File: src/rtl/vco_adc_pkg.sv
// ---------------------------------------------------------------------------
// vco_adc_pkg
//   Shared helpers for the VCO-ADC quantizer:
//     - cnt_width()      width of one per-cycle phase-transition count
//     - phase_idx()      base bit of channel k inside the packed phase bus
//     - out_idx()        base bit of channel k inside the packed result bus
//     - min_acc_width()  smallest accumulator that cannot overflow
//   Default parameter values are kept here so the top and bench agree.
// ---------------------------------------------------------------------------
package vco_adc_pkg;

  localparam int DEF_PHASE_WIDTH = 11;
  localparam int DEF_NUM_CH      = 2;
  localparam int DEF_OSR_WIDTH   = 10;
  localparam int DEF_ACC_WIDTH   = 16;

  // A count ranges 0..phase_width, so it needs clog2(phase_width+1) bits.
  function automatic int cnt_width(input int phase_width);
    return $clog2(phase_width + 1);
  endfunction

  function automatic int phase_idx(input int k, input int phase_width);
    return k * phase_width;
  endfunction

  function automatic int out_idx(input int k, input int acc_width);
    return k * acc_width;
  endfunction

  // Up to 2**osr_width counts of at most phase_width each, plus one sign bit
  // so a differential result never wraps.
  function automatic int min_acc_width(input int phase_width, input int osr_width);
    return cnt_width(phase_width) + osr_width + 1;
  endfunction

endpackage

File: src/rtl/vco_adc_quant_if.sv
// ---------------------------------------------------------------------------
// vco_adc_quant_if
//   Frame output channel of the VCO-ADC quantizer.
//     dout        packed signed frame results, channel k at [k*ACC_WIDTH +: ACC_WIDTH]
//     dout_valid  a frame is being presented
//     dout_ready  consumer accepts the frame
//     overrun     sticky flag: a completed frame was dropped
//   master = quantizer side, slave = consumer side.
// ---------------------------------------------------------------------------
interface vco_adc_quant_if #(
  parameter int NUM_CH    = 2,
  parameter int ACC_WIDTH = 16
);

  logic [NUM_CH*ACC_WIDTH-1:0] dout;
  logic                        dout_valid;
  logic                        dout_ready;
  logic                        overrun;

  modport master (
    output dout,
    output dout_valid,
    output overrun,
    input  dout_ready
  );

  modport slave (
    input  dout,
    input  dout_valid,
    input  overrun,
    output dout_ready
  );

endinterface

File: src/rtl/vco_phase_counter.sv
// ---------------------------------------------------------------------------
// vco_phase_counter
//   One channel of ring-VCO phase-edge counting.
//     clk, rst   system clock, synchronous active-high reset
//     enb        active-low run enable; while high the sample registers hold
//     p          asynchronous VCO phase outputs of this channel
//     cnt        number of phase bits that changed between the last two
//                synchronized samples (combinational from registers)
//   s1/s2 form a 2-flop synchronizer, s3 keeps the previous sample.
// ---------------------------------------------------------------------------
module vco_phase_counter
  import vco_adc_pkg::*;
#(
  parameter  int PHASE_WIDTH = DEF_PHASE_WIDTH,
  localparam int CNT_WIDTH   = cnt_width(PHASE_WIDTH)
) (
  input  logic                   clk,
  input  logic                   rst,
  input  logic                   enb,
  input  logic [PHASE_WIDTH-1:0] p,
  output logic [CNT_WIDTH-1:0]   cnt
);

  logic [PHASE_WIDTH-1:0] s1;
  logic [PHASE_WIDTH-1:0] s2;
  logic [PHASE_WIDTH-1:0] s3;
  logic [PHASE_WIDTH-1:0] edges;

  // NOTE: non-blocking assignments let s1->s2->s3 shift as one register
  // chain; blocking ones would collapse the pipeline into a single stage.
  always_ff @(posedge clk) begin
    if (rst) begin
      s1 <= '0;
      s2 <= '0;
      s3 <= '0;
    end else if (!enb) begin
      s1 <= p;
      s2 <= s1;
      s3 <= s2;
    end
  end

  // A changed bit between consecutive samples is one phase transition.
  assign edges = s2 ^ s3;

  // NOTE: cnt gets a value before the loop so every path assigns it and no
  // latch is inferred.
  always_comb begin
    cnt = '0;
    for (int i = 0; i < PHASE_WIDTH; i++) begin
      cnt = cnt + CNT_WIDTH'(edges[i]);
    end
  end

endmodule

File: src/rtl/vco_adc_quant.sv
// ---------------------------------------------------------------------------
// vco_adc_quant
//   Multi-channel VCO-ADC digital quantizer: counts ring-VCO phase edges per
//   clock, sums them over N = osr+1 valid counts (sinc1) and hands one frame
//   per channel to the consumer through a valid/ready handshake.
//     clk, rst    system clock, synchronous active-high reset
//     enb         active-low run enable (1 = halt and drop the partial frame)
//     p_in        asynchronous VCO phases, channel k at [k*PHASE_WIDTH +: PHASE_WIDTH]
//     osr         samples per frame minus one, latched at frame start
//     diff_mode   1 = pairwise differential results, sampled at frame end
//     dout_if     frame output channel (dout, dout_valid, dout_ready, overrun)
// ---------------------------------------------------------------------------
module vco_adc_quant
  import vco_adc_pkg::*;
#(
  parameter int PHASE_WIDTH = DEF_PHASE_WIDTH,
  parameter int NUM_CH      = DEF_NUM_CH,
  parameter int OSR_WIDTH   = DEF_OSR_WIDTH,
  parameter int ACC_WIDTH   = DEF_ACC_WIDTH
) (
  input  logic                          clk,
  input  logic                          rst,
  input  logic                          enb,
  input  logic [NUM_CH*PHASE_WIDTH-1:0] p_in,
  input  logic [OSR_WIDTH-1:0]          osr,
  input  logic                          diff_mode,
  vco_adc_quant_if.master               dout_if
);

  localparam int CNT_WIDTH = cnt_width(PHASE_WIDTH);

  // Parameter sanity checks at elaboration.
  if (ACC_WIDTH < min_acc_width(PHASE_WIDTH, OSR_WIDTH)) begin : g_acc_width_check
    $error("vco_adc_quant: ACC_WIDTH too small for PHASE_WIDTH/OSR_WIDTH");
  end
  if ((NUM_CH % 2) != 0) begin : g_num_ch_check
    $error("vco_adc_quant: NUM_CH must be even");
  end

  // -------------------------------------------------------------------------
  // Per-channel phase-edge counters
  // -------------------------------------------------------------------------
  logic [CNT_WIDTH-1:0] cnt [NUM_CH];

  for (genvar k = 0; k < NUM_CH; k++) begin : g_ch
    vco_phase_counter #(
      .PHASE_WIDTH (PHASE_WIDTH)
    ) u_counter (
      .clk (clk),
      .rst (rst),
      .enb (enb),
      .p   (p_in[phase_idx(k, PHASE_WIDTH) +: PHASE_WIDTH]),
      .cnt (cnt[k])
    );
  end

  // -------------------------------------------------------------------------
  // Priming: the count is meaningful only once s1..s3 have all been loaded
  // since the last enable, i.e. from the 3rd enabled edge on.
  // -------------------------------------------------------------------------
  logic [2:0] prime;
  logic       count_valid;

  always_ff @(posedge clk) begin
    if (rst || enb) begin
      prime <= '0;
    end else begin
      prime <= {prime[1:0], 1'b1};
    end
  end

  assign count_valid = prime[2] && !enb;

  // -------------------------------------------------------------------------
  // Frame accumulation
  // -------------------------------------------------------------------------
  logic [ACC_WIDTH-1:0] acc [NUM_CH];
  logic [ACC_WIDTH-1:0] sum [NUM_CH];
  logic [OSR_WIDTH-1:0] scnt;
  logic [OSR_WIDTH-1:0] n_m1;
  logic [OSR_WIDTH-1:0] frame_n_m1;
  logic                 frame_end;

  always_comb begin
    for (int k = 0; k < NUM_CH; k++) begin
      sum[k] = acc[k] + ACC_WIDTH'(cnt[k]);
    end
  end

  // The first count of a frame uses osr directly; later counts use the value
  // latched at that first count, so mid-frame osr changes wait a frame.
  assign frame_n_m1 = (scnt == '0) ? osr : n_m1;
  assign frame_end  = count_valid && (scnt == frame_n_m1);

  always_ff @(posedge clk) begin
    if (rst) begin
      for (int k = 0; k < NUM_CH; k++) acc[k] <= '0;
      scnt <= '0;
      n_m1 <= '0;
    end else if (enb) begin
      for (int k = 0; k < NUM_CH; k++) acc[k] <= '0;
      scnt <= '0;
    end else if (count_valid) begin
      if (frame_end) begin
        // The final sums go to the output; the next count opens a new frame.
        for (int k = 0; k < NUM_CH; k++) acc[k] <= '0;
        scnt <= '0;
      end else begin
        for (int k = 0; k < NUM_CH; k++) acc[k] <= sum[k];
        scnt <= scnt + OSR_WIDTH'(1);
        if (scnt == '0) n_m1 <= osr;
      end
    end
  end

  // -------------------------------------------------------------------------
  // Output mapping: plain sums, or acc_2j - acc_2j+1 on the even channel with
  // the odd channel of each pair zeroed.
  // -------------------------------------------------------------------------
  logic [NUM_CH*ACC_WIDTH-1:0] frame_data;

  always_comb begin
    frame_data = '0;
    for (int j = 0; j < NUM_CH / 2; j++) begin
      if (diff_mode) begin
        frame_data[out_idx(2*j, ACC_WIDTH) +: ACC_WIDTH]   = sum[2*j] - sum[2*j+1];
        frame_data[out_idx(2*j+1, ACC_WIDTH) +: ACC_WIDTH] = '0;
      end else begin
        frame_data[out_idx(2*j, ACC_WIDTH) +: ACC_WIDTH]   = sum[2*j];
        frame_data[out_idx(2*j+1, ACC_WIDTH) +: ACC_WIDTH] = sum[2*j+1];
      end
    end
  end

  // -------------------------------------------------------------------------
  // Output register and handshake. enb does not touch this stage, so a
  // pending frame survives a halt and can still be accepted.
  // -------------------------------------------------------------------------
  logic [NUM_CH*ACC_WIDTH-1:0] dout_q;
  logic                        dout_valid_q;
  logic                        overrun_q;

  always_ff @(posedge clk) begin
    if (rst) begin
      dout_q       <= '0;
      dout_valid_q <= 1'b0;
      overrun_q    <= 1'b0;
    end else if (frame_end) begin
      if (!dout_valid_q || dout_if.dout_ready) begin
        // Output slot is free or being emptied this cycle: take the new frame.
        dout_q       <= frame_data;
        dout_valid_q <= 1'b1;
      end else begin
        // Consumer stalled: keep the old frame, drop the new one.
        overrun_q <= 1'b1;
      end
    end else if (dout_valid_q && dout_if.dout_ready) begin
      dout_valid_q <= 1'b0;
    end
  end

  assign dout_if.dout       = dout_q;
  assign dout_if.dout_valid = dout_valid_q;
  assign dout_if.overrun    = overrun_q;

endmodule

File: src/flat_wrapper.sv
// flat-port wrapper written by rule: the top's interface ports become plain ports
module vco_adc_quant_flat import vco_adc_pkg::*;
#(
  parameter int PHASE_WIDTH = DEF_PHASE_WIDTH,
  parameter int NUM_CH      = DEF_NUM_CH,
  parameter int OSR_WIDTH   = DEF_OSR_WIDTH,
  parameter int ACC_WIDTH   = DEF_ACC_WIDTH
)
  (clk, rst, enb, p_in, osr, diff_mode, dout_if_dout, dout_if_dout_valid, dout_if_overrun, dout_if_dout_ready);
  vco_adc_quant_if #(.NUM_CH(NUM_CH), .ACC_WIDTH(ACC_WIDTH)) dout_if_i ();
  input  logic clk;
  input  logic rst;
  input  logic enb;
  input  logic [NUM_CH*PHASE_WIDTH-1:0] p_in;
  input  logic [OSR_WIDTH-1:0] osr;
  input  logic diff_mode;
  output wire logic [$bits(dout_if_i.dout)-1:0] dout_if_dout;
  output wire logic [$bits(dout_if_i.dout_valid)-1:0] dout_if_dout_valid;
  output wire logic [$bits(dout_if_i.overrun)-1:0] dout_if_overrun;
  input wire logic [$bits(dout_if_i.dout_ready)-1:0] dout_if_dout_ready;
  assign dout_if_dout = dout_if_i.dout;
  assign dout_if_dout_valid = dout_if_i.dout_valid;
  assign dout_if_overrun = dout_if_i.overrun;
  assign dout_if_i.dout_ready = dout_if_dout_ready;
  vco_adc_quant #(.PHASE_WIDTH(PHASE_WIDTH), .NUM_CH(NUM_CH), .OSR_WIDTH(OSR_WIDTH), .ACC_WIDTH(ACC_WIDTH)) u_core (.clk(clk), .rst(rst), .enb(enb), .p_in(p_in), .osr(osr), .diff_mode(diff_mode), .dout_if(dout_if_i));
endmodule
File: config.mk
export PLATFORM = sky130hd
export DESIGN_NAME = vco_adc_quant_flat
export DESIGN_NICKNAME = d
export VERILOG_FILES = /design/src/rtl/vco_adc_pkg.sv /design/src/rtl/vco_adc_quant_if.sv /design/src/rtl/vco_phase_counter.sv /design/src/rtl/vco_adc_quant.sv /design/src/flat_wrapper.sv
export SDC_FILE = /design/constraint.sdc
export NUM_CORES = 1
export LEC_CHECK = 0
export CELL_PAD_IN_SITES_DETAIL_PLACEMENT = 1
export CELL_PAD_IN_SITES_GLOBAL_PLACEMENT = 2
export CORE_ASPECT_RATIO = 1.2
export CORE_MARGIN = 2
export CORE_UTILIZATION = 33
export CTS_CLUSTER_SIZE = 24
export DETAILED_ROUTE_END_ITERATION = 6
export GPL_TIMING_DRIVEN = 0
export PLACE_DENSITY_LB_ADDON = 0.1
export SLEW_MARGIN = 20
export SYNTH_ARGS = -nofsm -noshare
export SYNTH_HDL_FRONTEND = slang
export SYNTH_SLANG_ARGS = --single-unit
export TNS_END_PERCENT = 50
File: constraint.sdc
create_clock -name clk -period 6 [get_ports clk]
set_clock_uncertainty 0.15 [all_clocks]
set_input_delay 1.2 -clock clk [delete_from_list [all_inputs] [get_ports clk]]
set_output_delay 1.2 -clock clk [all_outputs]
set_load 0.01 [all_outputs]
Word-level counts from Yosys, hierarchy flattened
Memory sizes are Yosys's and may differ from the RTL's.
Index checks and enable logic that the tools add are counted.
- add/subtract/negate cells: 24
- equality and inequality tests: 2
- mux-type cells: 28
- bitwise gates (word level): 11
- reductions and logical operators: 14
- operators with widths (operator ; count):
    16-bit two-way mux ; 6
    4-bit by 1-bit adder with 4-bit output ; 14
    16-bit by 4-bit adder with 16-bit output ; 2
    32-bit two-way mux ; 1
    11-bit bitwise XOR ; 2
    10-bit two-way mux ; 2
    1-bit two-way mux ; 19
    16-bit subtractor ; 1
    10-bit by 1-bit adder with 10-bit output, second input constant ; 1
    10-bit equality test ; 1
    10-bit logical NOT ; 1
    3-bit by 1-bit adder with 4-bit output ; 2
    2-bit by 1-bit adder with 3-bit output ; 2
    1-bit OR ; 6
    2-bit AND reduction ; 3
    1-bit by 1-bit adder with 2-bit output ; 2
    1-bit logical AND ; 3
    1-bit NOT ; 3
    3-bit AND reduction ; 1
    1-bit logical NOT ; 2
    1-bit logical OR ; 2
    2-bit != test, second input constant ; 1
    2-bit nonzero test ; 1
    2-bit OR reduction ; 1
- register bits: 123
- bits in writable memories: 32
- input bits: 37
- output and inout port bits: 34
- word-level logic and storage cells: 93
- memories kept: 1
- memory list (memory ; words ; width ; rd ports ; clocked after memory_dff ; wr ports ; line ; text):
    u_core.acc ; 2 ; 16 ; 2 ; 0 ; 2 ; vco_adc_quant.sv:77 ; logic [ACC_WIDTH-1:0] acc [NUM_CH];

Longest topological paths before layout
Gate-level depths: netlist (run 1).
- depth in word-level cells: 14
- depth in mapped cells: 24
- mapped depth without buffers: 24

Cells and area by module
A second synthesis (run 1) with hierarchy kept.
- cells, all modules: 875
- area total of the unflattened synthesis: 8306.7 µm²
- by module, submodules not included (module ; times used ; cells an instance ; area an instance (µm²) ; sequential area each (µm²)):
    vco_adc_quant ; 1 ; 599 ; 5301.3 ; 2102.0
    vco_phase_counter ; 2 ; 138 ; 1502.7 ; 660.6

Worst setup path after synthesis (run 1)
OpenSTA, ideal clock, no wires.
- path type: flip-flop to flip-flop
- from: register u_core.g_ch[0].u_counter.s2[1]
- to: register u_core.dout_q[13] (netlist: u_core.dout_if.dout[13])
- setup time: 0.133 ns
- arrival time: 5.806 ns
- data required time: 5.717 ns
- slack: -0.089 ns
- stages on the path, launching flop included: 24
- buffers on the path: 0
- clock period less this slack: 6.089 ns
- cells stage by stage: dfxtp_1 -> xor2_1 -> fa_1 -> fa_1 -> inv_1 -> fa_1 -> fa_1 -> inv_1 -> ha_1 -> fa_1 -> a211o_1 -> a21oi_1 -> nor2_1 -> nand2_1 -> xor2_1 -> inv_1 -> ha_1 -> or2_2 -> a2111o_1 -> o211ai_1 -> nor4_1 -> or3_1 -> a31oi_1 -> a211oi_1
- RTL lines (item ; line ; text):
    start: declaration ; vco_phase_counter.sv:25 ; logic [PHASE_WIDTH-1:0] s2;
    start signal: assignment ; vco_phase_counter.sv:34 ; s2 <= '0;
    start signal: assignment ; vco_phase_counter.sv:38 ; s2 <= s1;
    end signal: assignment ; vco_adc_quant.sv:151 ; dout_q <= frame_data;
    end: declaration ; vco_adc_quant.sv:139 ; logic [NUM_CH*ACC_WIDTH-1:0] dout_q;

==> results of run 1 <==
worst max path at each step:
stage                                         end  slack [ns]
after floorplan           u_core.dout_if.dout[13]       0.001
after global routing      u_core.dout_if.dout[13]       -0.41
after detailed placement  u_core.dout_if.dout[15]       -0.82
after CTS                 u_core.dout_if.dout[15]       -0.23
final                     u_core.dout_if.dout[15]       -0.18
after global placement    u_core.dout_if.dout[15]       -0.82
layer usage:
layer | share of wire, % | vias to the layer above
met5 | 0 | -
met4 | 1.6 | 0
met3 | 2.7 | 28
met2 | 51 | 78
met1 | 45 | 3244
li1 | - | 3317
critical path: stages, from the launching register on:
cell       delay [ns]
dfxtp_1          0.32
xor2_1           0.18
fa_1             0.52
fa_1             0.57
inv_1            0.05
fa_1             0.46
fa_1             0.57
inv_2            0.05
ha_4             0.17
fa_2             0.38
a211o_4          0.38
a21oi_4          0.15
nor2_2           0.06
and2_4           0.17
xnor2_4          0.20
inv_2            0.07
ha_4             0.27
buf_6            0.10
and3_4           0.18
o2111ai_2        0.10
or4b_1           0.49
o211ai_1         0.18
xnor2_1          0.18
a211oi_2         0.09
through the flow:
stage / setup WS (ns) / utilization, % / area [sq um] / TNS (ns) / power [W]
floorplan: 0.001293 / - / 8391 / 0 / 0.001434
global placement: -0.8240 / 38.21 / 9488 / -4.700 / 0.001559
detailed placement: -0.8164 / 38.33 / 9517 / -4.791 / 0.001566
CTS: -0.2292 / 42.52 / 10560 / -0.9684 / 0.002649
global route: -0.4128 / 43.38 / 10770 / -1.939 / 0.002784
finish: -0.1751 / 43.38 / 10770 / -0.4258 / 0.002640
report_power, final:
| group | internal [W] | leakage [nW] | switching, W |
|---|---|---|---|
| clock | 0.000578 | 0.266 | 0.000445 |
| combinational | 0.000228 | 2.68 | 0.000277 |
| sequential | 0.00109 | 1.36 | 0.0000218 |
| total | 0.00190 | 4.31 | 0.000744 |
final cells by class:
class	count	area, sq um	area share [%]
well taps	325	406.6	3.776
inverters	27	101.3	0.9410
flip-flops and latches	155	3448	32.02
multi-input cells	666	5201	48.29
repair buffers	91	879.6	8.167
clock inverters	10	96.34	0.8945
clock buffers	20	446.7	4.147
plain buffers	44	190.2	1.766
flip-flops by register name (all words and copies together), names as in the netlist:
name                       cells
u_core.acc                    32
u_core.dout_if.dout           32
u_core.dout_if.dout_valid      1
u_core.dout_if.overrun         1
u_core.g_ch.u_counter.s1      22
u_core.g_ch.u_counter.s2      22
u_core.g_ch.u_counter.s3      22
u_core.n_m1                   10
u_core.prime                   3
u_core.scnt                   10
cell usage after synthesis, types with 3 or more instances:
cell type  count
xnor2_1       29
o31ai_1        3
or2_2          3
xor2_1        41
buf_2          8
and4b_1        4
edfxtp_1      32
nor2b_1        9
a31oi_1        3
a21boi_0       3
nand3_1       20
o21ai_0       21
nor3_1        16
nand2b_1       8
nor2_1       143
a21oi_1       41
or3_1         18
clkbuf_1      22
and2_1         9
a211o_1        3
nand4_1        7
inv_1         26
and3_1         7
o21a_1         3
buf_1         12
o211ai_1       6
mux2i_1       90
a211oi_1       9
fa_1          15
nand2_1       61
ha_1          34
nor3b_1        8
nor4_1         4
dfxtp_1      123
a2111o_1       3
a21o_1         8
cell families (layout without fill, tap and decap cells):
family,count (synthesis),after routing
AOI/OAI and AO/OA,123,123
xor gates and xnor gates,70,70
adders and majority gates,49,49
buffers and inverters,71,192
DFF,155,155
muxes,91,91
and+or+nand+nor,333,333
timing repair:
item                                    4_1_cts  5_1_grt
pin swaps                                    47       29
hold buffers                                  0        0
endpoints found under the setup margin       10        9
resized for setup                            76       32
buffers inserted                             17        4
==> results.py, run 1 <==
metrics = {
    "power_and_ir_drop": {
        "power.density_nw_per_um2": 245.1,
        "peakVddDrop_v": 0.0001800,
        "p_leak_nw": 4.312,
    },
    "sta": {
        "maxSlewViolCount": 0,
        "setup_viol": 4,
        "relSlewSlack_pct": 41.30,
        "tightest_slew_ns": 0.8804,
        "hold_ws_ns": 0.2862,
        "rsz0062_at_grt": "true",
        "hold_viol": 0,
        "finalCritPeriodShare_pct": 102.9,
        "worst_slack_ns": -0.1751,
        "fmax_ghz": 0.1619,
        "period_minus_slack_ns": 6.175,
    },
    "grt": {
        "grt_pass1_wl_microns": 38520,
        "grt_start_max_net_pins": 18,
        "antenna_found_initial": 0,
        "grt_pass1_vias": 6950,
        "grtUsageTotal_pct": 19.03,
        "overflow": 0,
        "globalRouteMet3Util_pct": 3.376,
        "top_usage_layer": "met2",
        "grt.met2_usage_pct": 34.12,
        "use_met1_pct": 23.25,
    },
    "cts": {
        "cts_made_buffers": 17,
        "insertion_delay_ns": 0.44,
        "cts_tree": "yes",
        "clockRootBuffer": "clkbuf_16",
        "htreeDepth": 4,
        "clock-sinks": 155,
        "cts.clk_slew.worst_paths_ns": 0.07,
        "cts_max_path_buffers": 2,
    },
    "critical_path": {
        "r2r_cells": 23,
        "regToRegSetupSlack_ns": -0.18,
        "crit_type": "flop to flop",
        "critPathLaunch": "u_core.g_ch[0].u_counter.s3[0]",
        "reg2reg_from": "u_core.g_ch[0].u_counter.s3[0]",
        "critPathCaptureType": "flop",
        "critPathRequiredTime_ns": 6.15,
        "worst_setup_path_start_kind": "flop",
        "critPathArrivalTime_ns": 6.33,
        "cp_max_fo": 4,
        "worstReg2RegEnd": "u_core.dout_if.dout[15]",
    },
    "finish": {
        "final.fill_count": 2830,
        "nets": 1088,
        "final_common_cell": "nor2_1",
        "n_antenna_cell": 0,
        "most-common-layout-cells": "nor2_1 (141), dfxtp_1 (105), mux2i_1 (90)",
        "instances_no_fill": 1338,
        "syn_to_final_growth_pct": 28.46,
        "drive_gt1_share_pct": 16.09,
    },
    "outcome": {
        "outcome": "finished with violations",
        "violations": "negative setup slack",
    },
    "synth": {
        "synth_compound_area_share_pct": 9.655,
        "yosysWarnings": 0,
        "synthesis.area_sq_um": 8384,
        "synth_top_area_share_pct": 29.37,
        "synth_xor_xnor_area_share_pct": 7.312,
        "yosys-top-cells-area": "dfxtp_1 (29%), edfxtp_1 (11%), mux2i_1 (11%), nor2_1 (6.4%), ha_1 (5.1%)",
        "yosysUniqueCellTypes": 66,
        "netlist_instances": 892,
        "avgSynthCellArea_sq_um": 9.399,
        "synthFlopType": "dfxtp_1",
        "synth_edf_count": 32,
        "synth_top_area_cell": "dfxtp_1",
        "async_flop_share_pct": 0,
        "synth_seq_cells": 155,
        "synth_seq_area_share_pct": 40.83,
        "synth.area.mux_share_pct": 10.88,
        "synth-adder-area-share_pct": 8.655,
        "synth_simple_gate_area_share_pct": 19.19,
        "synth_top_family_by_area": "simple AND/OR/NAND/NOR gates",
        "syn-num-nets": 978,
    },
    "floorplanning": {
        "initial_core_util_pct": 33.77,
        "die_w_microns": 149.5,
        "io_pins": 71,
        "die_h_microns": 178.6,
        "die-area_sq_um": 26700,
        "fp.coreArea_sq_um": 24830,
        "row_count": 63,
    },
    "run": {
        "cap_violations": 0,
    },
    "routing": {
        "ant_nets": 0,
        "wire_per_inst_microns": 18.10,
        "viasPerCell": 4.983,
        "drt-total-wl_microns": 24220,
        "drc_errors": 0,
        "firstDrtPassIters": 4,
        "vias": 6667,
        "drt_iter0_drc": 224,
    },
    "hold_path": {
        "min_path_cells": 1,
        "hold_end": "u_core.prime[1]",
        "min-delay-start": "u_core.prime[0]",
        "hp-class": "flop to flop",
    },
    "placed_design": {
        "io_buffers": 69,
        "dp.cells": 1287,
        "dp_hpwl_microns": 17730,
        "gp_congestion": 0.7988,
    },
}
Power figures use the tool's default switching activity.
==> run 2: changes to the inputs <==
--- a/config.mk
+++ b/config.mk
@@ -9,9 +9,10 @@
 export CELL_PAD_IN_SITES_GLOBAL_PLACEMENT = 2
 export CORE_ASPECT_RATIO = 1.2
 export CORE_MARGIN = 2
-export CORE_UTILIZATION = 33
+export CORE_UTILIZATION = 37
 export CTS_CLUSTER_SIZE = 24
 export DETAILED_ROUTE_END_ITERATION = 6
+export DONT_BUFFER_PORTS = 1
 export GPL_TIMING_DRIVEN = 0
 export PLACE_DENSITY_LB_ADDON = 0.1
 export SLEW_MARGIN = 20
==> run 2 against run 1 <==
  * The run still ends with negative setup slack left
  * Non-clock buffer count is 50 lower
  * Combinational power grew 5.7%
  * Register-to-register slack worse by 0.11 ns
  * Critical path depth decreased by 1
  * Clock power up 16%
  * Critical path type unchanged
  * Largest power group is now clock
==> results.py, run 2 (synthesized netlist as in run 1, its figures left out) <==
metrics = {
    "floorplanning": {
        "row_count": 60,
        "die_h_microns": 168.9,
        "initial_core_util_pct": 37.48,
        "die-area_sq_um": 23890,
        "die_w_microns": 141.4,
        "fp.coreArea_sq_um": 22370,
        "io_pins": 71,
    },
    "sta": {
        "rsz0062_at_grt": "true",
        "hold_viol": 0,
        "finalSetupTns_ns": -1.125,
        "relSlewSlack_pct": 43.60,
        "fmax_ghz": 0.1592,
        "finalCritPeriodShare_pct": 104.7,
        "maxSlewViolCount": 0,
        "tightest_slew_ns": 0.8460,
        "period_minus_slack_ns": 6.280,
        "setup_viol": 7,
        "worst_slack_ns": -0.2801,
        "hold_ws_ns": 0.2896,
    },
    "placed_design": {
        "dp.cells": 1172,
        "dp_hpwl_microns": 18080,
        "pre_cts_slack_ns": -0.9069,
        "io_buffers": 0,
        "gp_congestion": 0.7973,
    },
    "routing": {
        "drc_errors": 0,
        "firstDrtPassIters": 4,
        "vias": 6632,
        "wl_met2_microns": 13330,
        "detail_route.wirelength.met1_microns": 10330,
        "highest_layer": "met4",
        "drt_iter0_drc": 222,
        "drt-total-wl_microns": 24850,
        "viasPerCell": 5.331,
        "wl_met3_microns": 720,
        "wire_per_inst_microns": 19.98,
        "ant_nets": 0,
    },
    "finish": {
        "n_antenna_cell": 0,
        "final_common_cell": "nor2_1",
        "most-common-layout-cells": "nor2_1 (142), dfxtp_1 (104), mux2i_1 (90)",
        "instances_no_fill": 1244,
        "syn_to_final_growth_pct": 22.61,
        "regArea_sq_um": 3447,
        "multiInputGateArea_sq_um": 5216,
        "final.fill_count": 2502,
        "drive_gt1_share_pct": 20.00,
        "nets": 1038,
    },
    "cts": {
        "insertion_delay_ns": 0.43,
        "cts_max_path_buffers": 2,
        "clockRootBuffer": "clkbuf_16",
        "htreeDepth": 4,
        "cts_tree": "yes",
        "cts.clk_slew.worst_paths_ns": 0.07,
        "clock-sinks": 155,
        "cts_hold_buf": 0,
        "cts_made_buffers": 17,
    },
    "power_and_ir_drop": {
        "switching_share_pct": 28.90,
        "pwr-share-comb_pct": 18.9,
        "p_sw_w": 0.0008161,
        "peakVddDrop_v": 0.0001969,
        "clkPwrFrac_pct": 41.8,
        "p_leak_nw": 4.210,
        "seq_power_share_pct": 39.3,
        "power.density_nw_per_um2": 274.7,
        "p_int_w": 0.002008,
    },
    "critical_path": {
        "critPathRequiredTime_ns": 6.15,
        "crit_type": "flop to flop",
        "critPathCaptureType": "flop",
        "cp_max_fo": 5,
        "worst_setup_path_start_kind": "flop",
        "critPathArrivalTime_ns": 6.43,
    },
    "outcome": {
        "outcome": "finished with violations",
        "violations": "negative setup slack",
    },
    "grt": {
        "overflow": 0,
        "grt_start_max_net_pins": 18,
        "grt_pass1_vias": 7285,
        "antenna_found_initial": 0,
        "grtUsageTotal_pct": 21.49,
        "grt_pass1_wl_microns": 39600,
    },
    "run": {
        "cap_violations": 0,
    },
    "hold_path": {
        "hp-class": "flop to flop",
    },
}
==> run 2: cell count changes in the layout (fill, tap and decap cells not counted), sizes merged <==
cell / delta
clkdlybuf4s50: -69
buf: +19
inv: +8
clkinv: -7
bufinv: +1
clkbuf: -1
clkinvlp: +1
==> run 2: path summary, 6_finish.rpt <==
path / start / to / slack (ns) / cells past startpoint
hold / removal: u_core.prime[1] / u_core.prime[2] / 0.29 / 1
setup reg to reg: u_core.g_ch[0].u_counter.s3[7] / u_core.dout_if.dout[15] / -0.28 / 22
hold reg to reg: u_core.prime[1] / u_core.prime[2] / 0.29 / 1
setup / recovery: u_core.g_ch[0].u_counter.s3[7] / u_core.dout_if.dout[15] / -0.28 / 22
==> run 2: final cells by class <==
class	instances	share of cell area, %
plain buffers	44	1.850
clock buffers	19	4.625
clock inverters	13	1.570
inverters	27	0.9859
multi-input cells	666	50.74
flip-flops and latches	155	33.53
well taps	279	3.396
repair buffers	41	3.298
==> run 2: power groups by stage <==
stage               combinational, W  sequential [W]  clock, W
floorplan                   0.000309         0.00113         0
global placement            0.000396         0.00113         0
detailed placement          0.000410         0.00113         0
CTS                         0.000505         0.00111   0.00121
global route                0.000593         0.00111   0.00124
finish                      0.000534         0.00111   0.00118
==> run 2: routing by layer <==
layer	global-route usage [%]	vias up
met5	0	-
met4	6.739	0
met3	3.593	32
met2	39.93	82
met1	25.07	3309
li1	-	3209
==> run 2: per-stage QoR <==
step,instance area [sq um],utilization (%),total power (W)
CTS,10060,44.98,0.002823
detailed placement,8768,39.19,0.001542
global placement,8740,39.07,0.001526
floorplan,8391,-,0.001434
finish,10280,45.95,0.002824
global route,10280,45.95,0.002952
==> run 2: timing repair <==
item / 4_1_cts / 5_1_grt
setup endpoints to repair: 10 / 9
gates resized for setup: 91 / 31
setup buffers: 31 / 10
pin swaps: 59 / 25
==> run 2: worst max-delay path: stages, from the launching register on <==
cell      delay, ns
dfxtp_2        0.34
xor2_2         0.18
fa_1           0.51
fa_1           0.55
inv_1          0.05
fa_1           0.47
fa_1           0.57
inv_2          0.05
ha_4           0.17
fa_2           0.36
a211o_1        0.31
buf_6          0.13
a22oi_2        0.31
ha_4           0.22
buf_6          0.10
nor3_2         0.03
nand3_2        0.09
a21oi_2        0.09
o311a_1        0.41
or4b_1         0.54
o211ai_1       0.22
xnor2_1        0.19
a211oi_2       0.09
